<file path="src/rtl/seg_scan_decoder_if.sv">
// Scan-bus interface for the 7-segment read-back decoder.
interface seg_scan_decoder_if;
  logic [6:0]  led_segment;
  logic [7:0]  dis_sel;
  logic [31:0] digits_out;
  logic [7:0]  blank_mask;
  logic [7:0]  blink_mask;
  logic        frame_valid;
  logic        seg_err;
  logic        sel_err;
  logic        scan_lost;

  // Display driver side: drives the scan bus, observes the decoded result.
  modport master (
    output led_segment, dis_sel,
    input  digits_out, blank_mask, blink_mask, frame_valid, seg_err, sel_err, scan_lost
  );

  // Decoder side: samples the scan bus, produces the decoded result.
  modport slave (
    input  led_segment, dis_sel,
    output digits_out, blank_mask, blink_mask, frame_valid, seg_err, sel_err, scan_lost
  );
endinterface

</file>
<file path="src/rtl/seg_scan_decoder.sv">
// Reconstructs the 8 displayed digits from a multiplexed 7-segment scan bus.
module seg_scan_decoder #(
  parameter bit          SEG_ACT_LOW = 1'b1,
  parameter bit          SEL_ACT_LOW = 1'b1,
  parameter int unsigned SETTLE_CYC  = 4,
  parameter int unsigned TIMEOUT_CYC = 100000
) (
  input  logic              clk,
  input  logic              rst,
  seg_scan_decoder_if.slave scan
);

  localparam int unsigned CNT_W = 4;
  localparam int unsigned TO_W  = 20;
  localparam int unsigned NDIG  = 8;

  localparam logic [CNT_W-1:0] SETTLE_MAX = CNT_W'(SETTLE_CYC);
  localparam logic [TO_W-1:0]  TO_MAX     = TO_W'(TIMEOUT_CYC);
  localparam logic [3:0]       D_BLANK    = 4'hF;
  localparam logic [3:0]       D_ERR      = 4'hE;

  typedef enum logic [1:0] {IDLE, SETTLE, HELD} state_t;

  state_t                state, state_nxt;
  logic [6:0]            seg_n;
  logic [7:0]            sel_n;
  logic [6:0]            pair_seg, pair_seg_nxt;
  logic [7:0]            pair_sel, pair_sel_nxt;
  logic [CNT_W-1:0]      stab_cnt, stab_cnt_nxt, cnt_try;
  logic                  pair_changed, sel_onehot;
  logic                  capture_c, sel_err_c, frame_done_c, to_hit_c;
  logic [3:0]            seg_dec_c;
  logic [2:0]            cap_idx_c;
  logic [NDIG-1:0][3:0]  dig_buf;
  logic [NDIG-1:0]       seen;
  logic [TO_W-1:0]       to_cnt;
  logic [NDIG-1:0]       blank_c, blank_prev;
  logic [31:0]           digits_q;
  logic [7:0]            blank_q, blink_q;
  logic                  frame_valid_q, seg_err_q, sel_err_q, scan_lost_q;

  // Segment pattern (gfedcba, lit = 1) to BCD; F = blank, E = unrecognised.
  function automatic logic [3:0] decode_seg(input logic [6:0] s);
    case (s)
      7'h00:        decode_seg = D_BLANK;
      7'h3F:        decode_seg = 4'd0;
      7'h06:        decode_seg = 4'd1;
      7'h5B:        decode_seg = 4'd2;
      7'h4F:        decode_seg = 4'd3;
      7'h66:        decode_seg = 4'd4;
      7'h6D:        decode_seg = 4'd5;
      7'h7D, 7'h7C: decode_seg = 4'd6;
      7'h07:        decode_seg = 4'd7;
      7'h7F:        decode_seg = 4'd8;
      7'h6F, 7'h67: decode_seg = 4'd9;
      default:      decode_seg = D_ERR;
    endcase
  endfunction

  // Index of the active bit of a one-hot select.
  function automatic logic [2:0] sel_index(input logic [7:0] s);
    sel_index = 3'd0;
    for (int i = 0; i < NDIG; i++) begin
      if (s[i]) sel_index = 3'(i);
    end
  endfunction

  // Register the scan bus once and normalise both buses to active-high.
  always_ff @(posedge clk or posedge rst) begin
    if (rst) begin
      seg_n <= '0;
      sel_n <= '0;
    end else begin
      seg_n <= SEG_ACT_LOW ? ~scan.led_segment : scan.led_segment;
      sel_n <= SEL_ACT_LOW ? ~scan.dis_sel : scan.dis_sel;
    end
  end

  assign pair_changed = (sel_n != pair_sel) || (seg_n != pair_seg);
  assign sel_onehot   = (sel_n != '0) && ((sel_n & (sel_n - 8'd1)) == '0);
  assign cnt_try      = (state == SETTLE && !pair_changed) ? stab_cnt + CNT_W'(1) : CNT_W'(1);
  assign seg_dec_c    = decode_seg(seg_n);
  assign cap_idx_c    = sel_index(sel_n);

  // Capture FSM state register.
  always_ff @(posedge clk or posedge rst) begin
    if (rst) state <= IDLE;
    else     state <= state_nxt;
  end

  // Capture FSM next state: a pair is captured once after SETTLE_CYC stable cycles.
  always_comb begin
    state_nxt    = state;
    pair_sel_nxt = pair_sel;
    pair_seg_nxt = pair_seg;
    stab_cnt_nxt = stab_cnt;
    capture_c    = 1'b0;
    sel_err_c    = 1'b0;
    if (sel_n == '0) begin
      state_nxt    = IDLE;
      stab_cnt_nxt = '0;
    end else if (state != HELD || pair_changed) begin
      pair_sel_nxt = sel_n;
      pair_seg_nxt = seg_n;
      stab_cnt_nxt = cnt_try;
      if (cnt_try == SETTLE_MAX) begin
        state_nxt = HELD;
        capture_c = sel_onehot;
        sel_err_c = !sel_onehot;
      end else begin
        state_nxt = SETTLE;
      end
    end
  end

  // Tracked select/segment pair and its stability count.
  always_ff @(posedge clk or posedge rst) begin
    if (rst) begin
      pair_sel <= '0;
      pair_seg <= '0;
      stab_cnt <= '0;
    end else begin
      pair_sel <= pair_sel_nxt;
      pair_seg <= pair_seg_nxt;
      stab_cnt <= stab_cnt_nxt;
    end
  end

  assign frame_done_c = (seen == '1);
  assign to_hit_c     = !capture_c && (to_cnt != TO_MAX) && ((to_cnt + TO_W'(1)) == TO_MAX);

  // Digit buffer, seen tracking, error pulses and scan-loss timeout.
  always_ff @(posedge clk or posedge rst) begin
    if (rst) begin
      dig_buf     <= '0;
      seen        <= '0;
      to_cnt      <= '0;
      scan_lost_q <= 1'b0;
      seg_err_q   <= 1'b0;
      sel_err_q   <= 1'b0;
    end else begin
      seg_err_q <= capture_c && (seg_dec_c == D_ERR);
      sel_err_q <= sel_err_c;
      if (capture_c) begin
        dig_buf[cap_idx_c] <= seg_dec_c;
        seen               <= (frame_done_c ? '0 : seen) | sel_n;
      end else if (frame_done_c || to_hit_c) begin
        seen <= '0;
      end
      if (capture_c) begin
        to_cnt      <= '0;
        scan_lost_q <= 1'b0;
      end else if (to_cnt != TO_MAX) begin
        to_cnt <= to_cnt + TO_W'(1);
        if (to_hit_c) scan_lost_q <= 1'b1;
      end
    end
  end

  // Per-digit blank flags of the buffered frame.
  always_comb begin
    blank_c = '0;
    for (int i = 0; i < NDIG; i++) begin
      blank_c[i] = (dig_buf[i] == D_BLANK);
    end
  end

  // Publish a completed frame the cycle after its last capture.
  always_ff @(posedge clk or posedge rst) begin
    if (rst) begin
      digits_q      <= '1;
      blank_q       <= '1;
      blink_q       <= '0;
      blank_prev    <= '0;
      frame_valid_q <= 1'b0;
    end else begin
      frame_valid_q <= frame_done_c;
      if (frame_done_c) begin
        digits_q   <= dig_buf;
        blank_q    <= blank_c;
        blink_q    <= blank_c ^ blank_prev;
        blank_prev <= blank_c;
      end
    end
  end

  assign scan.digits_out  = digits_q;
  assign scan.blank_mask  = blank_q;
  assign scan.blink_mask  = blink_q;
  assign scan.frame_valid = frame_valid_q;
  assign scan.seg_err     = seg_err_q;
  assign scan.sel_err     = sel_err_q;
  assign scan.scan_lost   = scan_lost_q;

endmodule

</file>
<file path="src/flat_wrapper.sv">
// flat-port wrapper written by rule: the top's interface ports become plain ports
module seg_scan_decoder_flat 
#(
  parameter bit          SEG_ACT_LOW = 1'b1,
  parameter bit          SEL_ACT_LOW = 1'b1,
  parameter int unsigned SETTLE_CYC  = 4,
  parameter int unsigned TIMEOUT_CYC = 100000
)
  (clk, rst, scan_led_segment, scan_dis_sel, scan_digits_out, scan_blank_mask, scan_blink_mask, scan_frame_valid, scan_seg_err, scan_sel_err, scan_scan_lost);
  seg_scan_decoder_if scan_i ();
  input  logic clk;
  input  logic rst;
  input wire logic [$bits(scan_i.led_segment)-1:0] scan_led_segment;
  input wire logic [$bits(scan_i.dis_sel)-1:0] scan_dis_sel;
  output wire logic [$bits(scan_i.digits_out)-1:0] scan_digits_out;
  output wire logic [$bits(scan_i.blank_mask)-1:0] scan_blank_mask;
  output wire logic [$bits(scan_i.blink_mask)-1:0] scan_blink_mask;
  output wire logic [$bits(scan_i.frame_valid)-1:0] scan_frame_valid;
  output wire logic [$bits(scan_i.seg_err)-1:0] scan_seg_err;
  output wire logic [$bits(scan_i.sel_err)-1:0] scan_sel_err;
  output wire logic [$bits(scan_i.scan_lost)-1:0] scan_scan_lost;
  assign scan_i.led_segment = scan_led_segment;
  assign scan_i.dis_sel = scan_dis_sel;
  assign scan_digits_out = scan_i.digits_out;
  assign scan_blank_mask = scan_i.blank_mask;
  assign scan_blink_mask = scan_i.blink_mask;
  assign scan_frame_valid = scan_i.frame_valid;
  assign scan_seg_err = scan_i.seg_err;
  assign scan_sel_err = scan_i.sel_err;
  assign scan_scan_lost = scan_i.scan_lost;
  seg_scan_decoder #(.SEG_ACT_LOW(SEG_ACT_LOW), .SEL_ACT_LOW(SEL_ACT_LOW), .SETTLE_CYC(SETTLE_CYC), .TIMEOUT_CYC(TIMEOUT_CYC)) u_core (.clk(clk), .rst(rst), .scan(scan_i));
endmodule
</file>
<file path="config.mk">
export PLATFORM = sky130hd
export DESIGN_NAME = seg_scan_decoder_flat
export DESIGN_NICKNAME = d
export VERILOG_FILES = /design/src/rtl/seg_scan_decoder_if.sv /design/src/rtl/seg_scan_decoder.sv /design/src/flat_wrapper.sv
export SDC_FILE = /design/constraint.sdc
export NUM_CORES = 1
export LEC_CHECK = 0
export ABC_AREA = 1
export BUFFER_PORTS_ARGS = -buffer_cell sky130_fd_sc_hd__buf_2
export CORE_MARGIN = 2
export CORE_UTILIZATION = 34
export DETAILED_ROUTE_END_ITERATION = 6
export GPL_ROUTABILITY_DRIVEN = 1
export PLACE_DENSITY_LB_ADDON = 0.2
export SLEW_MARGIN = 20
export SYNTH_ARGS = -nofsm -noshare
export SYNTH_HDL_FRONTEND = slang
export SYNTH_SLANG_ARGS = --single-unit
</file>
<file path="constraint.sdc">
create_clock -name clk -period 5.3 [get_ports clk]
set_input_delay 0.795 -clock clk [delete_from_list [all_inputs] [get_ports clk]]
set_output_delay 0.795 -clock clk [all_outputs]
set_load 0.01 [all_outputs]
</file>
Word level (Yosys, flattened, before mapping)
Index checks and enable logic that the tools add are counted.

word-level totals
  output and inout port bits = 52
  logic and storage cells = 119
  flip-flop bits (word level) = 156
  bits of input ports = 17

cells by class
  bitwise logic cells = 6
  order comparisons = 2
  equality and inequality tests = 29
  add/sub/neg operators = 3
  mux-type cells = 31
  reduce and logical (&&, ||, !) cells = 24

operators with widths
  kind                                                                 number
  7-bit == test (second input constant)                                9
  4-bit one-hot mux with 11 select lines                               1
  20-bit two-way mux                                                   2
  4-bit == test (second input constant)                                9
  32-bit bitwise mux                                                   1
  8-bit two-way mux                                                    3
  20-bit by 1-bit adder with 20-bit output (second input constant)     1
  20-bit by 17-bit == test with 1-bit output (second input constant)   1
  20-bit by 17-bit != test with 1-bit output (second input constant)   1
  8-bit logical NOT                                                    2
  4-bit two-way mux                                                    4
  7-bit by 3-bit == test with 1-bit output (second input constant)     2
  4-bit demux with 3-bit select                                        1
  3-bit two-way mux                                                    4
  1-bit two-way mux                                                    10
  2-bit two-way mux                                                    5
  8-bit bitwise AND                                                    1
  8-bit == test (second input constant)                                1
  8-bit != test                                                        1
  8-bit inverter                                                       1
  8-bit bitwise OR                                                     1
  2-bit nonzero test                                                   4
  8-bit nonzero test                                                   1
  8-bit by 1-bit subtractor with 8-bit output (second input constant)  1
  17 further kinds                                                     28

Depth between registers and ports, before layout
Gate-level depths: netlist of the first run.

  word-level depth = 15
  depth in mapped cells = 14
  mapped depth without buffers = 14

Least setup slack after synthesis of the first run
Ideal clock, no wire load.

  kind = register -> register
  start = register u_core.to_cnt[0]
  end = register u_core.seen[0]
  library setup time = 0.113 ns
  arrival time = 1.818 ns
  data required time = 5.187 ns
  path slack = 3.369 ns
  period minus slack after synthesis = 1.931 ns
  path buffers = 0
  cell stages (with the launch flop) = 13
  cell sequence = dfrtp_1 ha_1 nand2_1 nor2_1 nand2_1 nor2_1 nand2_1 xor2_1 nand3_1 nor2_1 nand3_4 nand2_1 inv_1

between the ends
  word-level cells in the longest chain between the ends = 5
  elaborated cells between the ends (all ways) = 7
  those cells by class = 1 x add/sub; 2 x eq/ne; 4 x reduce/logical

ends and longest elaborated chain
  what                                                                                                    RTL line                 RTL
  start, declared                                                                                         seg_scan_decoder.sv:36   logic [TO_W-1:0] to_cnt;
  start signal, assigned                                                                                  seg_scan_decoder.sv:154  to_cnt <= to_cnt + TO_W'(1);
  20-bit by 1-bit adder with 20-bit output or 20-bit by 17-bit != test with 1-bit output (tied branches)  seg_scan_decoder.sv:130  assign to_hit_c = !capture_c && (to_cnt != TO_MAX) && ((to_cnt + TO_W'(1)) == TO_MAX);
  20-bit by 17-bit == test with 1-bit output or 1-bit logical AND (tied branches)                         seg_scan_decoder.sv:130
  1-bit logical AND (*)                                                                                   seg_scan_decoder.sv:130
  1-bit logical OR (*)                                                                                    seg_scan_decoder.sv:147  end else if (frame_done_c || to_hit_c) begin
  2-bit nonzero test (no source line) (*)                                                                 --
  end signal, assigned                                                                                    seg_scan_decoder.sv:146  seen <= (frame_done_c ? '0 : seen) | sel_n;
  end, declared                                                                                           seg_scan_decoder.sv:35   logic [NDIG-1:0] seen;

Mark *: on every way between the ends. The rest lies on a longest branch, timed or not.
A chain may end at the register's enable or synchronous reset.

Worst setup path in the final report of the first run
  start = register u_core.sel_n[2]
  end = register u_core.to_cnt[5]

between the ends
  word-level cells in the longest chain between the ends = 10
  elaborated cells between the ends (all ways) = 18
  those cells by class = 1 x add/sub; 2 x eq/ne; 5 x mux; 1 x bitwise; 9 x reduce/logical

ends and longest elaborated chain
  what                                                                                                 RTL line                RTL
  start, declared                                                                                      seg_scan_decoder.sv:26  logic [7:0] sel_n;
  start signal, assigned                                                                               seg_scan_decoder.sv:75  sel_n <= SEL_ACT_LOW ? ~scan.dis_sel : scan.dis_sel;
  parallel branches: the longest is 8 deep, another holds 8-bit by 1-bit subtractor with 8-bit output  --
  1-bit two-way mux (*)                                                                                seg_scan_decoder.sv:99  if (sel_n == '0) begin
  20-bit two-way mux or 2-bit nonzero test (tied branches)                                             --

Mark *: on every way between the ends.

==> summary.md, run 1 <==
| Metric | Value |
|---|---|
| Total gr overflow | `0` |
| Drt total wl | `16060 um` |
| Placer Congestion | `0.8351` |
| Met3 routed wirelength | `571 um` |
| P&R area growth vs syn | `15.80%` |
| Cts repair resizes | `0` |
| Final Hold Fails | `0` |
| Post-synthesis register bit count | `156` |
| Number of core rows | `54` |
| Max_cap viols | `0` |
| Outcome | `complete, no violations` |
| Vias in the first global route | `5465` |
| Wire length per cell | `12.44 um` |
| Met2 WL post-DR | `6867 um` |
| Crit start category | `register` |
| Slew margin rel. | `0.4609` |
| Antenna-violating nets left | `0` |
| Distinct cells, synth | `37` |
| GRT Total Usage | `0.1434` |
| Place WS | `2.838 ns` |
| CP endpoint kind | `register` |
| Die X | `152.4 um` |
| Worst Slack Setup Final | `2.839 ns` |
| Critical path launch point | `u_core.sel_n[2]` |
| Critical path class | `register to register` |
| Largest net degree at the start of global routing | `66` |
| Area of the core | `0.02169 mm^2` |
| # fillers | `2225` |
| Worst r2r src | `u_core.sel_n[2]` |
| RSZ-0062 raised after global routing | `false` |
| Most common cell after layout, fill and taps aside | `nand2_1` |
| Fmax | `0.4064 GHz` |
| Placed wire-length estimate | `11280 um` |
| Die Ht | `152.4 um` |
| Top routing layer in use | `met4` |
| Cts hold-fix bufs | `0` |
| Lkg Pwr | `0.004481 uW` |
| Pwr dens | `288.2 mW/mm^2` |
| Hold WC Path Type | `primary input to async pin` |
| DIE AREA | `0.02321 mm^2` |
| Root Driver | `clkbuf_16` |
| Initial Utilization | `0.3450` |
| IO Count | `69` |
| CTS Buf Count | `17` |
| CP required | `5.61 ns` |
| Slew @ Worst Pin | `0.8087 ns` |
| Synthesized area per cell | `8.073 um^2` |
| Drt first-iter violations | `354` |
| Syn Inst Count | `927` |
| Minimum clock period | `2.461 ns` |
| Share of layout cells above drive strength 1 | `0.1731` |
| Layout Nets | `1019` |
| First-pass DRT Iterations | `5` |
| Post-synth EDFFs | `0` |
| Clk Latency, worst-skew pair | `0.42 ns` |
| Setup TNS | `0 ns` |
| Post-CTS setup buffers | `0` |
| Fin util | `0.3996` |
| CTS tree | `done` |
| Most frequent cells in the layout | `nand2_1, inv_1, dfrtp_1` |
| Synth Cell Area | `0.007483 mm^2` |
| Post-synth top flop | `dfrtp_1` |
| CTS clock-pin slew for the worst setup and hold paths | `0.07 ns` |
| Pins Over Slew Limit | `0` |
| Fin Clk Skew | `0.01029 ns` |
| Via density | `4.459` |
| Ant. Diodes | `0` |
| Initial antenna violation count | `0` |
| Final setup viols | `0` |
| Peak VDD IR | `0.1625 mV` |
| Via count | `5757` |
| Synth warn | `0` |
| Seq/Total Area, Yosys | `0.5283` |
| Drc violations | `0` |
| Crit-path max FO | `22` |
| # clock sinks | `156` |
| Crit share post-route | `0.4643` |
| Non-filler cells, final | `1291` |
| Metal-1 WL | `8444 um` |
| Syn Nets | `948` |
| Placed instance count | `1259` |
| H-tree depth | `4` |
| Ys async rst share | `1.000` |
| Arr. time, crit path | `2.77 ns` |
| Global-route wire length before repair | `27280 um` |
| Clock Tree Buf Depth | `2` |
| # port buffers | `68` |
cell families (layout without fill, tap and decap cells):
group | count (synthesis) | count (layout) | synth area share
compound gates | 98 | 98 | 0.06755
buf+inv | 176 | 260 | 0.09380
flops | 156 | 156 | 0.5283
fa+ha+maj | 4 | 4 | 0.006688
xor+xnor | 11 | 11 | 0.01288
simple gates | 482 | 482 | 0.2908
power by group:
part	switching, uW	internal [uW]
Clock	524	672
Combinational	60.4	21.2
Sequential	15.3	1200
Total	600	1900
registers in the layout (all words and copies together), names as in the netlist, 2 cells and up:
| name | flops |
|---|---|
| u_core.dig_buf | 32 |
| u_core.state | 2 |
| u_core.blank_prev | 8 |
| u_core.stab_cnt | 4 |
| u_core.to_cnt | 20 |
| u_core.scan.blank_mask | 8 |
| u_core.sel_n | 8 |
| u_core.pair_sel | 8 |
| u_core.seg_n | 7 |
| u_core.pair_seg | 7 |
| u_core.scan.blink_mask | 8 |
| u_core.scan.digits_out | 32 |
| u_core.seen | 8 |
cell type report:
cell class / instances / area (um^2) / area share
clock inverter: 13 / 131.4 / 0.01516
sequential: 156 / 3954 / 0.4563
clock buffer: 19 / 442.9 / 0.05111
inverter: 157 / 594.3 / 0.06858
tap: 280 / 350.3 / 0.04043
multi-input combinational: 595 / 2830 / 0.3266
timing repair buffer: 71 / 362.8 / 0.04187
final timing paths:
path,end,slack [ns],cells after the start
worst min register to register,u_core.scan.blank_mask[5],0.46,2
max in group asynchronous,u_core.dig_buf[18],3.81,3
worst max register to register,u_core.to_cnt[5],2.84,8
min in group clk,u_core.scan.blank_mask[5],0.46,2
worst max-delay path,u_core.to_cnt[5],2.84,8
worst min-delay path,u_core.dig_buf[15],0.37,2
Yosys cell counts (2+ instances only):
library cell	count	area, um^2
a21oi_1	12	60.06
buf_2	2	10.01
buf_6	3	33.78
clkbuf_1	12	45.04
dfrtp_1	116	2903
dfstp_2	40	1051
ha_1	4	50.05
inv_1	146	548.0
inv_2	10	37.54
nand2_1	326	1224
nand3_1	30	150.1
nand3_4	2	35.03
nand3b_1	2	15.01
nand4_1	21	131.4
nand4_4	8	170.2
nor2_1	59	221.5
nor2_2	5	31.28
nor2_4	2	22.52
nor3_1	13	65.06
nor4_1	8	50.05
o21ai_0	65	325.3
o21ai_1	15	75.07
o31ai_1	3	22.52
xnor2_1	3	26.28
xor2_1	8	70.07
critical path: stages (launching register included):
cell and delay [ns]:
dfrtp_1 0.48, nor2_1 0.25, o21ai_0 0.13, a21oi_1 0.12, o211ai_1 0.14, nor2_4 0.63
nand2_2 0.38, nand3_1 0.16, inv_1 0.05
metrics by stage:
| step | total power, uW | instance area (um^2) | hold slack, ns |
|---|---|---|---|
| global route | 2608 | 8666 | 0.3739 |
| floorplan | 1293 | 7483 | 0.4419 |
| detailed placement | 1325 | 8092 | 0.4542 |
| global placement | 1325 | 8092 | 0.4552 |
| finish | 2497 | 8666 | 0.3680 |
| CTS | 2539 | 8666 | 0.3646 |
routing by layer:
metal / global-route usage / up-vias
met4: 0.04050 / 0
met3: 0.03157 / 12
met1: 0.2102 / 2614
met2: 0.2134 / 105
met5: 0 / -
li1: - / 3026
Power figures use the tool's default switching activity.
==> inputs of run 2 (changes only) <==
--- a/config.mk
+++ b/config.mk
@@ -5,7 +5,7 @@
 export SDC_FILE = /design/constraint.sdc
 export NUM_CORES = 1
 export LEC_CHECK = 0
-export ABC_AREA = 1
+export ABC_AREA = 0
 export BUFFER_PORTS_ARGS = -buffer_cell sky130_fd_sc_hd__buf_2
 export CORE_MARGIN = 2
 export CORE_UTILIZATION = 34
==> constraint.sdc (replaced) <==
create_clock -name clk -period 2.4 [get_ports clk]
set_input_delay 0.36 -clock clk [delete_from_list [all_inputs] [get_ports clk]]
set_output_delay 0.36 -clock clk [all_outputs]
set_load 0.01 [all_outputs]
==> run 2 against run 1 <==
Net effect: non-clock buffer count increased by 63; largest power group unchanged; worst hold slack got worse by 0.30 ns; global-route usage grew 0.97 points; clock power increased by 120%; via count down 7.3%; first-iteration DRC count shrank 1.4%; largest cell class unchanged.
==> summary.md, run 2 <==
| Metric | Value |
|---|---|
| Share of layout cells above drive strength 1 | `0.3557 (+0.1826)` |
| CTS tree | `done` |
| Fin Clk Skew | `0.006830 ns (-0.003459 ns)` |
| Area of the core | `0.02096 mm^2 (-3.4%)` |
| Ys async rst share | `1.000 (unchanged)` |
| Placed instance count | `1058 (-16%)` |
| Die X | `149.7 um (-1.8%)` |
| Place WS | `-0.05175 ns (-2.889 ns)` |
| Most common cell after layout, fill and taps aside | `nand2_1` |
| Syn Nets | `714 (-25%)` |
| Slew @ Worst Pin | `0.6420 ns (-0.1666 ns)` |
| Vias in the first global route | `5304 (-2.9%)` |
| Placer Congestion | `0.8244 (-1.3%)` |
| Synthesized area per cell | `10.41 um^2 (+29%)` |
| Drt total wl | `16370 um (+1.9%)` |
| First-pass DRT Iterations | `5 (unchanged)` |
| Total gr overflow | `0 (unchanged)` |
| Slowest CP cell | `or4_4` |
| Root Driver | `clkbuf_16` |
| Most common cell on crit path | `a2111oi_4` |
| Max_cap viols | `0 (unchanged)` |
| Yosys top cell area share | `0.4023 (+0.01439)` |
| IO Count | `69 (unchanged)` |
| Final setup viols | `0 (unchanged)` |
| Initial Utilization | `0.3443 (-0.0007048)` |
| CTS clock-pin slew for the worst setup and hold paths | `0.06 ns (about the same)` |
| Outcome | `complete, no violations` |
| Crit start category | `register` |
| Drt first-iter violations | `349 (-1.4%)` |
| Initial antenna violation count | `0 (unchanged)` |
| CP required | `2.70 ns (-2.91 ns)` |
| Post-synth EDFFs | `0 (unchanged)` |
| CP cell instances | `ha_2, a21bo_4, a2111oi_4, a21oi_1, or4_4, a2111oi_4, buf_4, o21ba_1` |
| Synth warn | `0 (unchanged)` |
| Worst Slack Setup Final | `0.05429 ns (-2.785 ns)` |
| Synth cell count leaders | `nand2_1, dfrtp_1, mux2_2` |
| Pwr dens | `609.9 mW/mm^2 (+110%)` |
| Synth Cell Area | `0.007216 mm^2 (-3.6%)` |
| Syn Inst Count | `693 (-25%)` |
| Post-synthesis register bit count | `156 (unchanged)` |
| Critical path class | `register to register` |
| Clk Latency, worst-skew pair | `0.42 ns (about the same)` |
| Antenna-violating nets left | `0 (unchanged)` |
| CP endpoint kind | `register` |
| Drc violations | `0 (unchanged)` |
| Placed wire-length estimate | `11380 um (+0.87%)` |
| GRT Total Usage | `0.1530 (+0.009669)` |
| Post-synth top flop | `dfrtp_1` |
| Slew margin rel. | `0.5720 (+0.1111)` |
| Most frequent cells in the layout | `nand2_1, dfrtp_1, buf_2` |
| Pins Over Slew Limit | `0 (unchanged)` |
| P&R area growth vs syn | `25.25%` |
| Ant. Diodes | `0 (unchanged)` |
| Crit-path max FO | `5 (-77%)` |
| Number of core rows | `53 (-1.9%)` |
| Most numerous cell in the Yosys netlist | `nand2_1` |
| Final Hold Fails | `0 (unchanged)` |
| DIE AREA | `0.02240 mm^2 (-3.5%)` |
| Non-filler cells, final | `1096 (-15%)` |
| RSZ-0062 raised after global routing | `true` |
| Fmax | `0.4263 GHz (+4.9%)` |
| CP bufs+invs | `1 (unchanged)` |
| CTS Buf Count | `17 (unchanged)` |
| Max incr delay on CP | `0.49 ns (-0.14 ns)` |
| # clock sinks | `156 (unchanged)` |
| Via count | `5336 (-7.3%)` |
| Hold WC Path Type | `primary input to register` |
| H-tree depth | `4 (unchanged)` |
| Die Ht | `149.7 um (-1.8%)` |
| Cell depth of the worst flop-to-flop path | `8 (unchanged)` |
| Arr. time, crit path | `2.65 ns (-0.12 ns)` |
| Crit share post-route | `0.9774 (+0.5131)` |
| Peak VDD IR | `0.3791 mV (+130%)` |
| Via density | `4.869 (+9.2%)` |
| Minimum clock period | `2.346 ns (-0.1152 ns)` |
| Wire length per cell | `14.94 um (+20%)` |
| Synth area leader | `dfrtp_1` |
| # port buffers | `68 (unchanged)` |
| Top post-synthesis cells by area | `dfrtp_1, dfstp_2, nand2_1` |
| Crit-path leading delay family | `compound AO/OA/AOI/OAI gates` |
| WP depth | `8 (unchanged)` |
| Largest net degree at the start of global routing | `118 (+79%)` |
| Hold path depth | `2` |
| Cts hold-fix bufs | `0 (unchanged)` |
| Distinct cells, synth | `66 (+78%)` |
| Fin util | `0.4313 (+0.03171)` |
| Layout Nets | `829 (-19%)` |
| Global-route wire length before repair | `27020 um (-0.93%)` |
| Clock Tree Buf Depth | `2 (unchanged)` |
| Seq/Total Area, Yosys | `0.5479 (+0.01961)` |
| Lkg Pwr | `0.004281 uW (-4.5%)` |
| WHS | `0.07152 ns (-0.2964 ns)` |
## run 2: final cells by class
type / count / area (um^2)
repair buffers: 134 / 885.9
inverters: 25 / 97.59
multi-input cells: 474 / 3174
well taps: 275 / 344.1
fillers: 2031 / 11920
clock buffers: 22 / 494.2
clock inverters: 10 / 86.33
flip-flops and latches: 156 / 3955
## run 2: repair_timing
action | 4_1_cts | 5_1_grt
setup buffers | 1 | 4
endpoints found under the setup margin | 19 | 47
endpoints found under the hold margin | 0 | 0
gates resized for setup | 5 | 37
cloned | 1 | 0
pin swaps | 4 | 11
## run 2: cell families after synthesis
kind of cell,synth area share
buffers and inverters,0.03780
XOR/XNOR,0.05462
adder cells (fa/ha/maj),0.008324
flip-flops,0.5479
AND/OR/NAND/NOR,0.2141
multiplexers,0.07751
AO/OA/AOI/OAI,0.05965
## run 2: path summary, 6_finish.rpt
check | slack [ns] | endpoint | start
worst min register to register | 0.46 | u_core.scan.digits_out[13] | u_core.scan.digits_out[13]
max in group asynchronous | 1.78 | u_core.sel_n[1] | rst
worst min-delay path | 0.07 | u_core.seg_n[4] | scan_led_segment[4]
worst max-delay path | 0.05 | u_core.seen[3] | u_core.to_cnt[0]
min in group asynchronous | 0.11 | u_core.scan.frame_valid | rst
worst max register to register | 0.05 | u_core.seen[3] | u_core.to_cnt[0]
## run 2: per-layer routing
layer | vias up | GRT usage | part of all wire | wire, um
met5 | - | 0 | 0 | 0
li1 | 2579 | - | - | -
met3 | 20 | 0.03323 | 0.040 | 661
met2 | 110 | 0.2518 | 0.48 | 7853
met4 | 0 | 0.04953 | 0.011 | 187
met1 | 2627 | 0.2016 | 0.47 | 7670
## run 2: per-stage QoR
stage | area (um^2) | total power [uW] | setup TNS [ns]
finish | 9037 | 5512 | 0
CTS | 8841 | 5576 | -0.02527
global route | 9037 | 5741 | -0.4258
global placement | 8215 | 2934 | 0
detailed placement | 8215 | 2941 | -0.3315
floorplan | 7222 | 2852 | -0.1192
## run 2: power breakdown
| part | switching [uW] | internal [uW] | total, uW |
|---|---|---|---|
| Sequential | 22.5 | 2660 | 2680 |
| Combinational | 137 | 86.7 | 224 |
| Clock | 1040 | 1560 | 2610 |
## run 2: worst reg2reg max path, delay by kind of cell, from the launching register on
kind                       cells  cell delay (ns)
DFF                            1             0.36
adders and majority gates      1             0.21
and+or+nand+nor                1             0.49
buffers and inverters          1             0.20
AOI/OAI and AO/OA              5             0.97
